`src/rtl/dsn_spike_decoder.sv`:
```
// dsn_spike_decoder: rebuilds the mean 8-bit vpre from a DSN spike train over 2^WIN_LOG2-cycle windows.
// Define DSN_DEC_ROUND_EN for round-half-up instead of truncation.
module dsn_spike_decoder #(
  parameter int WIN_LOG2 = 3
) (
  input  logic                clock,
  input  logic                reset,
  input  logic                en,
  input  logic                spike,
  input  logic [12:0]         vth,
  input  logic [7:0]          leak,
  output logic [7:0]          vout,
  output logic                valid,
  output logic                sat,
  output logic [WIN_LOG2:0]   spike_count,
  output logic [WIN_LOG2-1:0] win_pos
);
  localparam int AW = 15 + WIN_LOG2;
  localparam int CW = WIN_LOG2 + 1;
  typedef enum logic {IDLE, ACCUM} state_t;
  state_t state, state_n;
  logic [AW-1:0] acc, sum;
  logic [CW-1:0] cnt;
  logic [13:0] inc;
  logic [14:0] res;
  logic last, clip, run;
  always_comb begin
    state_n = en ? ACCUM : IDLE;
    inc = 14'(spike ? vth : 13'd0) + 14'(leak);
    sum = acc + AW'(inc);
`ifdef DSN_DEC_ROUND_EN
    res = 15'((sum + AW'(1 << (WIN_LOG2 - 1))) >> WIN_LOG2);
`else
    res = 15'(sum >> WIN_LOG2);
`endif
    clip = |res[14:8];
    last = state == ACCUM && en && &win_pos;
    run = state == ACCUM && en && !last;
  end
  always_ff @(posedge clock or posedge reset)
    if (reset) state <= IDLE;
    else state <= state_n;
  // Any edge that is not a mid-window sample (idle, abort, window end) restarts the window.
  always_ff @(posedge clock or posedge reset)
    if (reset) begin
      acc <= '0;
      cnt <= '0;
      win_pos <= '0;
      vout <= '0;
      valid <= 1'b0;
      sat <= 1'b0;
      spike_count <= '0;
    end else begin
      valid <= last;
      if (last) begin
        vout <= clip ? 8'hff : res[7:0];
        sat <= clip;
        spike_count <= cnt + CW'(spike);
      end
      if (run) begin
        acc <= sum;
        cnt <= cnt + CW'(spike);
        win_pos <= win_pos + WIN_LOG2'(1);
      end else begin
        acc <= '0;
        cnt <= '0;
        win_pos <= '0;
      end
    end
endmodule

```
`config.mk`:
```
export PLATFORM = sky130hd
export DESIGN_NAME = dsn_spike_decoder
export DESIGN_NICKNAME = d
export VERILOG_FILES = /design/src/rtl/dsn_spike_decoder.sv
export SDC_FILE = /design/constraint.sdc
export NUM_CORES = 1
export LEC_CHECK = 0
export ABC_CLOCK_PERIOD_IN_PS = 4150
export BUFFER_PORTS_ARGS = -buffer_cell sky130_fd_sc_hd__buf_2
export CORE_MARGIN = 2
export CORE_UTILIZATION = 56
export CTS_BUF_LIST = sky130_fd_sc_hd__clkbuf_16
export CTS_CLUSTER_DIAMETER = 50
export DETAILED_ROUTE_END_ITERATION = 10
export PLACE_DENSITY = 0.8
export SLEW_MARGIN = 20
export SYNTH_ARGS = -nofsm -noshare
export SYNTH_HDL_FRONTEND = slang
export SYNTH_SLANG_ARGS = --single-unit
export TNS_END_PERCENT = 20
```
`constraint.sdc`:
```
create_clock -name clock -period 4.15 [get_ports clock]
set_clock_uncertainty 0.05 [all_clocks]
set_input_delay 0.83 -clock clock [delete_from_list [all_inputs] [get_ports clock]]
set_output_delay 0.83 -clock clock [all_outputs]
set_load 0.005 [all_outputs]
```
* After elaboration in Yosys (flattened, before gate mapping)
Index checks and enable logic that the tools add are counted.
Storage, ports and cells: register bits 40, output and inout port bits 17, word-level logic and storage cells 24
Cells by class: $add $sub $neg 4, muxes and demuxes 6, reductions and logical operators 6
Operators with widths (number):
- 18-bit by 14-bit adder with 18-bit output | 1
- 18-bit 2-to-1 mux | 1
- 13-bit by 8-bit adder with 14-bit output | 1
- 13-bit 2-to-1 mux | 1
- 8-bit 2-to-1 mux | 1
- 7-bit OR reduction | 1
- 4-bit by 1-bit adder with 4-bit output | 1
- 4-bit 2-to-1 mux | 1
- 3-bit by 1-bit adder with 3-bit output, second input constant | 1
- 1-bit logical AND | 3
- 3-bit 2-to-1 mux | 1
- 3-bit AND reduction | 1
- 1-bit zero test | 1
- 1-bit 2-to-1 mux | 1

* Longest topological paths before layout
Gate-level depths: netlist (run 1).
word-level depth 5, gate-level depth with buffers 13, gate-level depth less buffers 12

* Worst setup path before layout (run 1)
OpenSTA, ideal clock, no wires.
kind input to register, start input spike, end register vout[0], setup time 0.142 ns, arrival 3.502 ns, data required time 3.958 ns, slack 0.456 ns, cell stages on the path 13, buffers on the path 1, path through clkbuf_1 -> nand2_1 -> fa_1 -> inv_1 -> ha_1 -> fa_1 -> nand3_1 -> a211oi_1 -> nor3_1 -> xor2_1 -> nand2_1 -> nor4b_4 -> a31oi_1
On the way: longest elaborated chain between the ends 5
RTL lines:
- start: declaration | line 9 | input logic spike,
- 13-bit 2-to-1 mux * | line 29 | inc = 14'(spike ? vth : 13'd0) + 14'(leak);
- 13-bit by 8-bit adder with 14-bit output * | line 29
- 18-bit by 14-bit adder with 18-bit output * | line 30 | sum = acc + AW'(inc);
- 7-bit OR reduction | line 36 | clip = |res[14:8];
- 8-bit 2-to-1 mux * | line 56 | vout <= clip ? 8'hff : res[7:0];
- end signal: assignment | line 56
- end: declaration | line 12 | output logic [7:0] vout,
Mark *: on every way between the ends. The rest lies on a longest branch, timed or not. A chain may end at the register's enable or synchronous reset.

* Final worst setup path (run 1)
start input spike, end register vout[5]
Same word-level chain as after synthesis.

==> impl_summary.md, run 1 <==
Global routing
The layer flagged by global routing as most heavily used is met2. For met3 alone, demand over resource in global routing was under 10%. For this run, global-route usage on met2 was measured as 37.5%. The remaining global-route overflow is 0. The number of antenna violations at the first check in global routing is 0. The via count of the first global-routing pass came to 1927.

Global routing used 22.9% of the available tracks. Entering global routing, the biggest net connects between 40 and 50 pins. The met1 layer usage reported by global route is between 30% and 40%. The first global-routing pass estimated just under 9000 microns of wire.

Detailed routing
The first TritonRoute pass finished after 4 iterations. The final routed wire length divided by cell count is roughly 15 microns. The detailed router finished its first iteration with between 100 and 150 violations. The total via count after detailed routing is between 1500 and 2000.

The sum of routed wire length over all layers is around 5000 microns. The number of vias per cell after detailed routing is about 5.6. The detailed-route DRC error count is 0. The detail route stage leaves a number of antenna-violating nets equal to 0.

Logic synthesis
For this run, the number of Yosys warnings is 0. The post-synthesis cell area is 0.00245 sq mm. The commonest cells after synthesis are sky130_fd_sc_hd__dfrtp_1 (40), sky130_fd_sc_hd__nor2_1 (31), sky130_fd_sc_hd__and2_1 (23). sky130_fd_sc_hd__dfrtp_1 is the most common cell in the netlist. The share of synthesized area in the top cell type comes to between 40% and 50%. In this run the mean area of a mapped cell was about 11 sq um. The synthesized design spends more area on one cell type than any other, namely sky130_fd_sc_hd__dfrtp_1. The post-synth net total is between 200 and 300. The fraction of registers with async set/reset is 100%. The post-synthesis register bit count is 40. The sequential share of the synthesized area is between 40% and 50%. Yosys mapped a number of flops with a built-in enable equal to 0. The number of different library cells used by synthesis comes to 39. Among all flip-flop cells after synthesis, the most frequent one is sky130_fd_sc_hd__dfrtp_1.

By area the synthesized netlist is led by sky130_fd_sc_hd__dfrtp_1 (41%), sky130_fd_sc_hd__ha_1 (11%), sky130_fd_sc_hd__fa_1 (7.4%), sky130_fd_sc_hd__and2_1 (5.9%), sky130_fd_sc_hd__nor2_1 (4.8%). The gate count after technology mapping is around 230.

Critical path
The classification of the worst setup path is in2reg. The critical path goes through buf_2, nand2_1, fa_1, inv_1, ha_1, fa_1, nand3_1, a211oi_1, o31ai_1, a21boi_0, xnor2_1, nor4b_4, buf_4, a31oi_1. For the worst setup path, the data arrival time is just under 4 ns.

Together, buffers and inverters on the worst path number 3. The critical path capture point type is a flip-flop. The most used cell along the critical path is sky130_fd_sc_hd__fa_1. The critical-path maximum fanout is 14. The standard cell with the maximum stage delay on the critical path is sky130_fd_sc_hd__fa_1.

For the worst setup path, the data required time is ~4.3 ns. The critical path startpoint category is a primary input. The category of cells accounting for the largest share of critical-path delay is adder cells. The worst stage delay on the critical path is between 0.4 and 0.5 ns.

Floorplanning
The floorplan row count is 24. The starting density of the core is between 50% and 60%. The I/O pin total is 42. The floorplan die height is 70.1 microns. The floorplan step set the die width to 70.1 microns. The die outline area is slightly below 0.005 sq mm. The core area is between 0.004 and 0.005 sq mm.

Clock tree
The clock tree root driver cell is sky130_fd_sc_hd__clkbuf_16. The post-CTS clock slew at the launch and capture registers of the worst setup and hold paths is about 0.06 ns. Clock tree synthesis inserted a total of 5 buffers. The buffer levels on the longest clock path is 2. The later pin in the worst-skew pair is clocked with a latency of around 0.29 ns. The number of H-tree branching levels is 2. The tree built by TritonCTS fans out to 40 sinks. The CTS tree is done.

STA
Setup repair after global routing left no endpoint under its margin. Setup violations remaining at the end of the flow were counted as 0. The final period demand of the worst path is between 3 and 4 ns.

The final number of hold-violating endpoints is 0. The max-slew violation count is 0. The final critical-path setup slack is 0.314 ns.

The peak clock frequency supported by timing is 261 MHz. The relative slew slack is between 50% and 60%. The share of the clock period used by the worst path is between 90% and 100%. The slew at the pin with the worst max-slew slack is about 0.68 ns.

Power
The leakage dissipation is 1.50 nW. The power per standard cell area is 416 mW/mm^2. The maximum ir drop on the vdd rail is about 250 uV.

The power consumption is between 1 and 1.5 mW.

Place
The half-perimeter wire length after placement is ~3600 microns. In this run the tool buffered the top-level ports with 41 buffer cells. Routability-driven placement finished with a final weighted congestion of 0.965. At the placement stage, the worst setup path has a slack of -0.0329 ns.

Cells and area
The number of antenna diodes is 0. The fraction of final layout cells sized beyond drive strength 1 is around a quarter. The final cell utilization of the core is between 60% and 70%. The relative area change from synthesis to final layout is 17.3%.

The final-stage net count is 330.

Min path
The class of the worst hold path is reg2reg.

Flow run
The max-capacitance violation count is 0.

Run status
The flow ran to the end, and the final reports show no timing, DRC or antenna violations.
## cell usage in the layout (no fill, tap or decap), drive strengths merged, types with 3 or more instances in the layout
cell type  Yosys  routed
buf            2      43
dfrtp         40      40
nor2          31      31
and2          23      23
ha            22      22
a21oi         15      15
a31oi         10      10
xnor2          9       9
nand2          9       9
xor2           9       9
fa             9       9
inv            6       7
nand3          6       6
clkbuf         3       5
a21o           3       3
nand4          3       3
nor3           3       3
or2            3       3
o21ai          3       3
## flip-flops by register name, indices dropped and copies added, names as in the netlist
| register | cells |
|---|---|
| acc | 18 |
| vout | 8 |
| cnt | 4 |
| spike_count | 4 |
| win_pos | 3 |
| sat | 1 |
| state | 1 |
| valid | 1 |
## repair_timing
| item | in CTS | in global routing |
|---|---|---|
| hold endpoints to repair | 0 | 0 |
| hold buffers | 0 | 0 |
| endpoints found under the setup margin | 0 | 8 |
| setup buffers | 0 | 1 |
| resized for setup | 0 | 0 |
## per-layer routing
layer | part of all wire [%] | up-vias
met4 | 1.2 | 0
met3 | 5.2 | 8
met5 | 0 | -
li1 | - | 888
met1 | 44 | 897
met2 | 50 | 51
## cell type report
class / instances / area, sq um
fill: 347 / 1420
multi-input combinational: 178 / 1390
sequential: 40 / 1000
timing repair buffer: 43 / 220
clock buffer: 5 / 125
tap: 52 / 65.1
clock inverter: 3 / 46.3
inverter: 6 / 22.5
## metrics by stage
step	hold WS (ns)	TNS [ns]	cell area, sq um	cells
after floorplan	0.406	0	2450	229
after global placement	0.400	0	2690	318
after detailed placement	0.404	-0.177	2690	318
after CTS	0.414	0	2860	326
after global routing	0.441	0	2870	327
final	0.406	0	2870	327
## final timing paths
kind                            start    endpoint  slack (ns)  cells after the start
setup / recovery                spike     vout[5]        0.31                     14
hold / removal             win_pos[0]  win_pos[0]        0.41                      1
setup reg to reg               acc[1]     vout[5]        0.81                     13
hold reg to reg            win_pos[0]  win_pos[0]        0.41                      1
max in group asynchronous       reset     acc[16]        3.10                      3
min in group asynchronous       reset       valid        0.60                      3
## kinds of logic after synthesis
family / Yosys count / synth area share, %
compound gates: 43 / 12.9
xor+xnor: 18 / 6.44
fa+ha+maj: 31 / 18.6
buf+inv: 11 / 2.30
flops: 40 / 40.9
mux: 2 / 0.920
simple gates: 84 / 17.9
## where the power goes
| group | internal [mW] | leakage (nW) | total [mW] | switching, mW |
|---|---|---|---|---|
| registers | 0.410 | 0.549 | 0.419 | 0.00954 |
| logic | 0.129 | 0.873 | 0.327 | 0.199 |
| clock network | 0.286 | 0.0804 | 0.448 | 0.162 |
Power figures use the tool's default switching activity.
==> run 2, diff against run 1 <==
--- a/config.mk
+++ b/config.mk
@@ -5,14 +5,15 @@
 export SDC_FILE = /design/constraint.sdc
 export NUM_CORES = 1
 export LEC_CHECK = 0
+export ABC_AREA = 1
 export ABC_CLOCK_PERIOD_IN_PS = 4150
 export BUFFER_PORTS_ARGS = -buffer_cell sky130_fd_sc_hd__buf_2
 export CORE_MARGIN = 2
-export CORE_UTILIZATION = 56
-export CTS_BUF_LIST = sky130_fd_sc_hd__clkbuf_16
+export CORE_UTILIZATION = 58
 export CTS_CLUSTER_DIAMETER = 50
 export DETAILED_ROUTE_END_ITERATION = 10
-export PLACE_DENSITY = 0.8
+export PLACE_DENSITY = 0.81
+export SKIP_LAST_GASP = 1
 export SLEW_MARGIN = 20
 export SYNTH_ARGS = -nofsm -noshare
 export SYNTH_HDL_FRONTEND = slang
==> impl_summary.md, run 2 <==
Clock tree
The number of setup buffers added after CTS was 0 (unchanged). The total clock sinks came to 40 (unchanged). The clock tree root driver cell is sky130_fd_sc_hd__clkbuf_8 (was sky130_fd_sc_hd__clkbuf_16). The post-CTS clock slew at the launch and capture registers of the worst setup and hold paths is 0.09 ns (was 0.06 ns). The insertion delay of the later-clocked pin in the worst-skew pair is 0.30 ns (was 0.29 ns). The number of H-tree branching levels is 2 (unchanged).

The count of hold buffers inserted by post-cts repair was 0 (unchanged). The number of gates given a new drive strength after cts is 0 (unchanged). The buffer levels on the longest clock path was 2 (unchanged). The CTS tree is done (unchanged). The total CTS buffers is 5 (unchanged).

Cells and area
The most common cell after layout, fill and taps aside was sky130_fd_sc_hd__nand2_1 (was sky130_fd_sc_hd__buf_2). Most used cells in the layout excluding fill and tap cells: sky130_fd_sc_hd__nand2_1 (99), sky130_fd_sc_hd__inv_1 (72), sky130_fd_sc_hd__buf_2 (41) (was sky130_fd_sc_hd__buf_2 (41), sky130_fd_sc_hd__dfrtp_1 (40), sky130_fd_sc_hd__nor2_1 (31)). Top Registers: acc: 18 flops, vout: 8 flops (unchanged).

The final-stage net count is 480 (was 330). The relative area change from synthesis to final layout came to 14.6% (was 17.3%). The largest register by flop count is acc (unchanged).

The number of flip-flops under the largest register name came to 18 (unchanged). The number of antenna diodes is 0 (unchanged). The fraction of final layout cells sized beyond drive strength 1 came to 21.9% (was 23.6%). The number of fill cells is 383 (was 347).

Detailed routing
The detailed-route DRC error count was 0 (unchanged). The number of iterations in the first detailed-routing pass is 4 (unchanged). The final routed wire length divided by cell count was 12.8 microns (was 15.4 microns). The initial DRC count is 141 (was 135). The number of vias per cell after detailed routing was 4.91 (was 5.64). The total via count after detailed routing is 2418 (was 1844). The sum of routed wire length over all layers is 6280 microns (was 5030 microns). The final antenna-violating net count came to 0 (unchanged).

Power
The power per standard cell area came to 357 mW/mm^2 (was 416 mW/mm^2). The maximum ir drop on the vdd rail is 225 uV (was 248 uV). The leakage dissipation is 1.97 nW (was 1.50 nW).

Logic synthesis
The mean cell area of the mapped netlist is 7.58 sq um (was 10.7 sq um). The post-synthesis register bit count is 40 (unchanged). The post-synthesis cell area came to 0.00286 sq mm (was 0.00245 sq mm). The fraction of registers with async set/reset is 100% (unchanged). The number of synthesized flops with an enable pin is 0 (unchanged). The most repeated cell in the gate-level netlist after synthesis is sky130_fd_sc_hd__nand2_1 (was sky130_fd_sc_hd__dfrtp_1). The cell taking the most area after synthesis is sky130_fd_sc_hd__dfrtp_1 (unchanged). The most used flip-flop cell after synthesis is sky130_fd_sc_hd__dfrtp_1 (unchanged). The yosys synthesis warning count came to 0 (unchanged). The sequential share of the synthesized area was 35.0% (was 40.9%). The portion of synthesized cell area occupied by the leading cell type is 35.0% (was 40.9%). The gate count after technology mapping is 377 (was 229).

The post-synth net total is 433 (was 285). Ranking of synthesized cells by area: sky130_fd_sc_hd__dfrtp_1 (35%), sky130_fd_sc_hd__nand2_1 (13%), sky130_fd_sc_hd__ha_1 (9.6%), sky130_fd_sc_hd__inv_1 (9.5%), sky130_fd_sc_hd__fa_1 (6.3%) (was sky130_fd_sc_hd__dfrtp_1 (41%), sky130_fd_sc_hd__ha_1 (11%), sky130_fd_sc_hd__fa_1 (7.4%), sky130_fd_sc_hd__and2_1 (5.9%), sky130_fd_sc_hd__nor2_1 (4.8%)). Most frequent cells after synthesis: sky130_fd_sc_hd__nand2_1 (99), sky130_fd_sc_hd__inv_1 (72), sky130_fd_sc_hd__dfrtp_1 (40) (was sky130_fd_sc_hd__dfrtp_1 (40), sky130_fd_sc_hd__nor2_1 (31), sky130_fd_sc_hd__and2_1 (23)).

The number of distinct library cells after synthesis came to 28 (was 39).

Floorplanning
The starting density of the core is 60.5% (was 57.0%). The core area came to 0.00472 sq mm (was 0.00429 sq mm). The floorplan die height is 74.2 microns (was 70.1 microns). The floorplan row count was 25 (was 24).

The I/O pin total came to 42 (unchanged). The die outline area is 0.00550 sq mm (was 0.00491 sq mm). The width of the chip is 74.2 microns (was 70.1 microns).

Global routing
The total global routing track utilization was 25.4% (was 22.9%). The number of antenna violations at the first check in global routing was 0 (unchanged). The pin count of the biggest net entering global routing is 26 (was 41).

The via count of the first global-routing pass is 2268 (was 1927). The remaining global-route overflow was 0 (unchanged). The wire length of the first global-routing pass is 10400 microns (was 8800 microns).

STA
The setup violation total in the final timing report came to 0 (unchanged). The final period demand of the worst path is 3.31 ns (was 3.84 ns). The share of the clock period used by the worst path was 79.8% (was 92.4%). The slew at the pin with the worst max-slew slack is 0.806 ns (was 0.677 ns). The final number of hold-violating endpoints was 0 (unchanged). The peak clock frequency supported by timing is 302 MHz (was 261 MHz). The relative slew slack came to 46.2% (was 54.7%).

The final total negative setup slack is 0 ns (unchanged). Unrepaired setup endpoints after global routing: false (unchanged). The final critical-path setup slack was 0.837 ns (was 0.314 ns). The max-slew violation count came to 0 (unchanged).

Place
The worst setup timing slack at the placement stage is 0.525 ns (was -0.0329 ns). The count of port buffers added during placement is 41 (unchanged). The weighted congestion at the end of routability-driven global placement was 0.956 (was 0.965). The half-perimeter wire length after placement is 4840 microns (was 3570 microns).

Min path
The critical hold path startpoint is win_pos[0] (unchanged). The class of the worst hold path is reg2reg (unchanged).

Critical path
The critical-path maximum fanout was 9 (was 14). The standard cell with the maximum stage delay on the critical path was sky130_fd_sc_hd__fa_1 (unchanged). The arrival time at the worst endpoint was 3.47 ns (was 3.94 ns). The classification of the worst setup path is in2reg (unchanged). The number of buffers and inverters on the critical path came to 3 (unchanged).

The first element of the critical path is spike (unchanged). The worst stage delay on the critical path came to 0.49 ns (about the same). The critical path capture point type is a flip-flop (unchanged). The critical path startpoint category is a primary input (unchanged). The most used cell along the critical path is sky130_fd_sc_hd__nand2_1 (was sky130_fd_sc_hd__fa_1).

The required arrival time at the worst endpoint was 4.31 ns (was 4.25 ns). Critical-path cell list: buf_2, nand2_1, fa_1, inv_1, ha_1, fa_1, nand2_2, nand2_1, nand3_1, nand2_1, nand2_1, nand3b_1, nand2_2, nand2_4, nor2_8, nand3_1, nand2_1, inv_1 (was buf_2, nand2_1, fa_1, inv_1, ha_1, fa_1, nand3_1, a211oi_1, o31ai_1, a21boi_0, xnor2_1, nor4b_4, buf_4, a31oi_1). The category of cells accounting for the largest share of critical-path delay was simple AND/OR/NAND/NOR gates (was adder cells). The startpoint of the most critical register-to-register path is acc[1] (unchanged).

Run status
Run status: finished clean (unchanged).

Flow run
The max-capacitance violation count is 0 (unchanged).
==> run 2: where the power goes <==
group	internal [mW]	switching (mW)	leakage, nW	total [mW]
registers	0.415	0.0121	0.526	0.427
logic	0.141	0.251	1.38	0.392
clock network	0.197	0.154	0.0614	0.351
total	0.753	0.416	1.97	1.17
==> run 2: layer usage <==
layer	global-route usage, %	part of all wire (%)	up-vias
li1	-	-	1212
met1	34.9	45	1128
met2	42.5	49	73
met3	3.52	5.1	5
met4	6.87	0.92	0
met5	0	0	-
==> run 2: cells by family (layout without fill, tap and decap cells) <==
group / count (synthesis) / after routing / synth area share, %
buffers and inverters: 86 / 134 / 11.3
XOR/XNOR: 10 / 10 / 3.06
flip-flops: 40 / 40 / 35.0
AND/OR/NAND/NOR: 198 / 198 / 32.3
AO/OA/AOI/OAI: 12 / 12 / 2.36
adder cells (fa/ha/maj): 31 / 31 / 15.9
==> run 2: worst paths after layout <==
path	cells after the start	slack [ns]	endpoint
hold reg to reg	1	0.41	win_pos[0]
setup reg to reg	17	1.23	vout[0]
max in group asynchronous	3	2.63	acc[16]
hold / removal	1	0.41	win_pos[0]
setup / recovery	18	0.84	vout[0]
min in group asynchronous	2	0.61	win_pos[2]
==> run 2: final cells by class <==
class | instances | area, sq um | share of cell area [%]
timing repair buffer | 44 | 228 | 6.95
tap | 67 | 83.8 | 2.56
clock inverter | 2 | 38.8 | 1.18
inverter | 82 | 308 | 9.40
multi-input combinational | 251 | 1530 | 46.8
sequential | 40 | 1000 | 30.6
clock buffer | 6 | 82.6 | 2.52
==> run 2: through the flow <==
step	hold WS (ns)	instances	area [sq um]	util [%]	total power [mW]
floorplan	0.406	377	2860	-	0.726
global placement	0.393	484	3150	66.8	0.813
detailed placement	0.403	484	3150	66.8	0.821
CTS	0.414	492	3280	69.4	1.17
global route	0.429	492	3280	69.4	1.25
finish	0.408	492	3280	69.4	1.17
==> run 3, diff against run 2 <==
--- a/config.mk
+++ b/config.mk
@@ -6,13 +6,13 @@
 export NUM_CORES = 1
 export LEC_CHECK = 0
 export ABC_AREA = 1
-export ABC_CLOCK_PERIOD_IN_PS = 4150
+export ABC_CLOCK_PERIOD_IN_PS = 2900
 export BUFFER_PORTS_ARGS = -buffer_cell sky130_fd_sc_hd__buf_2
 export CORE_MARGIN = 2
-export CORE_UTILIZATION = 58
+export CORE_UTILIZATION = 52
 export CTS_CLUSTER_DIAMETER = 50
 export DETAILED_ROUTE_END_ITERATION = 10
-export PLACE_DENSITY = 0.81
+export PLACE_DENSITY = 0.77
 export SKIP_LAST_GASP = 1
 export SLEW_MARGIN = 20
 export SYNTH_ARGS = -nofsm -noshare
==> constraint.sdc (replaced) <==
create_clock -name clock -period 2.9 [get_ports clock]
set_clock_uncertainty 0.05 [all_clocks]
set_input_delay 0.58 -clock clock [delete_from_list [all_inputs] [get_ports clock]]
set_output_delay 0.58 -clock clock [all_outputs]
set_load 0.005 [all_outputs]
==> impl_summary.md, run 3 (synthesized netlist as in run 2, its figures left out) <==
Floorplanning
The width of the chip is 78.1 microns (was 74.2 microns). The core area is 0.00520 sq mm (was 0.00472 sq mm). The die outline area is 0.00610 sq mm (was 0.00550 sq mm).

The floorplan row count is 26 (was 25). The starting density of the core came to 54.9% (was 60.5%). The I/O pin total came to 42 (unchanged). The floorplan die height came to 78.1 microns (was 74.2 microns).

Flow run
The max-capacitance violation count is 0 (unchanged).

Cells and area
Most used cells in the layout excluding fill and tap cells: sky130_fd_sc_hd__nand2_1 (96), sky130_fd_sc_hd__inv_1 (72), sky130_fd_sc_hd__dfrtp_1 (40), sky130_fd_sc_hd__buf_2 (40), sky130_fd_sc_hd__nor2_1 (36) (was sky130_fd_sc_hd__nand2_1 (99), sky130_fd_sc_hd__inv_1 (72), sky130_fd_sc_hd__buf_2 (41)). The area occupied by multi-input gates is 0.00165 sq mm (was 0.00153 sq mm). The number of flip-flops under the largest register name is 18 (unchanged). The most common cell after layout, fill and taps aside is sky130_fd_sc_hd__nand2_1 (unchanged). The area of all sequential standard cells is 0.00100 sq mm (unchanged). The final cell utilization of the core came to 69.3% (was 69.4%).

The number of fill cells is 411 (was 383). The number of antenna diodes is 0 (unchanged). Top Registers: acc: 18 flops, vout: 8 flops (unchanged). The largest register by flop count is acc (unchanged). The final-stage net count is 509 (was 480).

The final design area excluding fillers is 0.00361 sq mm (was 0.00328 sq mm). The fraction of final layout cells sized beyond drive strength 1 came to 30.0% (was 21.9%). The relative area change from synthesis to final layout was 26.2% (was 14.6%). The final non-filler cell total is 524 (was 492).

Global routing
The number of antenna violations at the first check in global routing is 0 (unchanged). The remaining global-route overflow is 0 (unchanged). The pin count of the biggest net entering global routing is 41 (was 26).

The via count of the first global-routing pass is 2500 (was 2268). The total global routing track utilization is 23.4% (was 25.4%). The wire length of the first global-routing pass is 11300 microns (was 10400 microns).

Power
The leakage dissipation is 2.09 nW (was 1.97 nW). The power consumption is 1.85 mW (was 1.17 mW). The power per standard cell area is 512 mW/mm^2 (was 357 mW/mm^2). The maximum ir drop on the vdd rail is 378 uV (was 225 uV).

Critical path
The worst stage delay on the critical path is 0.32 ns (was 0.49 ns). The number of buffers and inverters on the critical path is 5 (was 3). The arrival time at the worst endpoint is 2.89 ns (was 3.47 ns). The classification of the worst setup path is in2reg (unchanged). The critical path startpoint category was a primary input (unchanged). The category of cells accounting for the largest share of critical-path delay is simple AND/OR/NAND/NOR gates (unchanged). The critical-path maximum fanout was 9 (unchanged). The critical path capture point type is a flip-flop (unchanged).

The required arrival time at the worst endpoint is 3.05 ns (was 4.31 ns). The standard cell with the maximum stage delay on the critical path is sky130_fd_sc_hd__ha_1 (was sky130_fd_sc_hd__fa_1). The most used cell along the critical path is sky130_fd_sc_hd__nand2_1 (unchanged).

Critical-path cell list: buf_6, buf_4, nand2_1, inv_1, ha_1, ha_4, nand2_1, buf_4, nor2_2, nand3_1, nand3_1, nand2_1, nand2_2, nand3_4, nor2_8, nand3_1, nand2_1, inv_1 (was buf_2, nand2_1, fa_1, inv_1, ha_1, fa_1, nand2_2, nand2_1, nand3_1, nand2_1, nand2_1, nand3b_1, nand2_2, nand2_4, nor2_8, nand3_1, nand2_1, inv_1).

Place
The count of port buffers added during placement came to 41 (unchanged). The half-perimeter wire length after placement is 5030 microns (was 4840 microns). The total placed cells including tap cells is 514 (was 484).

The worst setup timing slack at the placement stage came to -0.317 ns (was 0.525 ns). The cell area after placement is 0.00337 sq mm (was 0.00315 sq mm). The weighted congestion at the end of routability-driven global placement is 0.887 (was 0.956).

Clock tree
The buffer levels on the longest clock path was 2 (unchanged). The count of hold buffers inserted by post-cts repair is 0 (unchanged). The insertion delay of the later-clocked pin in the worst-skew pair is 0.30 ns (about the same). The post-CTS clock slew at the launch and capture registers of the worst setup and hold paths is 0.09 ns (about the same). The total clock sinks came to 40 (unchanged). The number of setup buffers added after CTS is 0 (unchanged). The number of H-tree branching levels is 2 (unchanged). The CTS tree is done (unchanged). The clock tree root driver cell is sky130_fd_sc_hd__clkbuf_8 (unchanged).

The total CTS buffers is 5 (unchanged).

STA
The final number of hold-violating endpoints is 0 (unchanged). The slew at the pin with the worst max-slew slack is 0.501 ns (was 0.806 ns). After layout, the worst path uses between 90% and 100% of the clock period. The peak clock frequency supported by timing is 364 MHz.

The final critical-path setup slack is 0.155 ns (was 0.837 ns). The relative slew slack is 66.6% (was 46.2%). The max-slew violation count was 0 (unchanged). The final period demand of the worst path is between 2 and 3 ns.

The smallest hold slack came to 0.340 ns (was 0.408 ns). The setup violation total in the final timing report is 0 (unchanged). Unrepaired setup endpoints after global routing: false (unchanged). The final total negative setup slack came to 0 ns (unchanged).

Detailed routing
The detailed-route DRC error count is 0 (unchanged). The total via count after detailed routing is 2547 (was 2418). The sum of routed wire length over all layers is 6940 microns (was 6280 microns).

The final routed wire length divided by cell count is 13.3 microns (was 12.8 microns). The final antenna-violating net count is 0 (unchanged). The number of vias per cell after detailed routing was 4.86 (was 4.91).

The number of iterations in the first detailed-routing pass was 4 (unchanged). The initial DRC count was 190 (was 141).

Run status
Run status: finished clean (unchanged).

Min path
The class of the worst hold path is in2async (was reg2reg).
## run 3: cell types whose count changed in the layout (fill, tap and decap cells not counted), moves of 2 or more
cell,change
sky130_fd_sc_hd__buf_4,+27
sky130_fd_sc_hd__fa_1,-2
sky130_fd_sc_hd__fa_2,+2
sky130_fd_sc_hd__ha_1,-8
sky130_fd_sc_hd__ha_2,+3
sky130_fd_sc_hd__ha_4,+5
sky130_fd_sc_hd__nand2_1,-3
sky130_fd_sc_hd__nand2_2,+3
sky130_fd_sc_hd__nor2_4,+2
## run 3: tightest hold or removal path: stages
cell and delay (ns):
sky130_fd_sc_hd__buf_2 0.09, sky130_fd_sc_hd__inv_1 0.04, sky130_fd_sc_hd__buf_4 0.42
## run 3: per-layer routing
layer | GRT usage (%) | wire [microns]
met3 | 3.22 | 326
met4 | 5.79 | 121
met2 | 39.4 | 3390
met1 | 32.2 | 3110
met5 | 0 | 0
## run 3: cell type report
class	instances	area share [%]
Tap cell	70	2.43
Clock buffer	6	2.29
Inverter	82	8.54
Multi-Input combinational cell	253	45.8
Sequential cell	40	27.8
Timing Repair Buffer	71	12.1
Clock inverter	2	1.08
## run 3: timing repair
action | CTS | global route
cloned | 0 | 2
gates resized for setup | 1 | 14
endpoints found under the setup margin | 1 | 8
endpoints found under the hold margin | 0 | 0
pin swaps | 0 | 5
## run 3: final timing paths
path / endpoint / slack [ns] / cells past startpoint / startpoint
setup / recovery: vout[3] / 0.16 / 18 / spike
hold / removal: acc[2] / 0.34 / 3 / reset
setup reg to reg: vout[3] / 0.22 / 14 / acc[1]
hold reg to reg: spike_count[2] / 0.43 / 2 / spike_count[2]
max in group asynchronous: acc[17] / 2.12 / 3 / reset
min in group clock: state / 0.35 / 1 / en
## run 3: where the power goes
part / total, mW / switching [mW] / leakage [nW] / internal [mW]
sequential: 0.612 / 0.0187 / 0.526 / 0.593
combinational: 0.735 / 0.410 / 1.50 / 0.324
clock: 0.499 / 0.218 / 0.0614 / 0.282
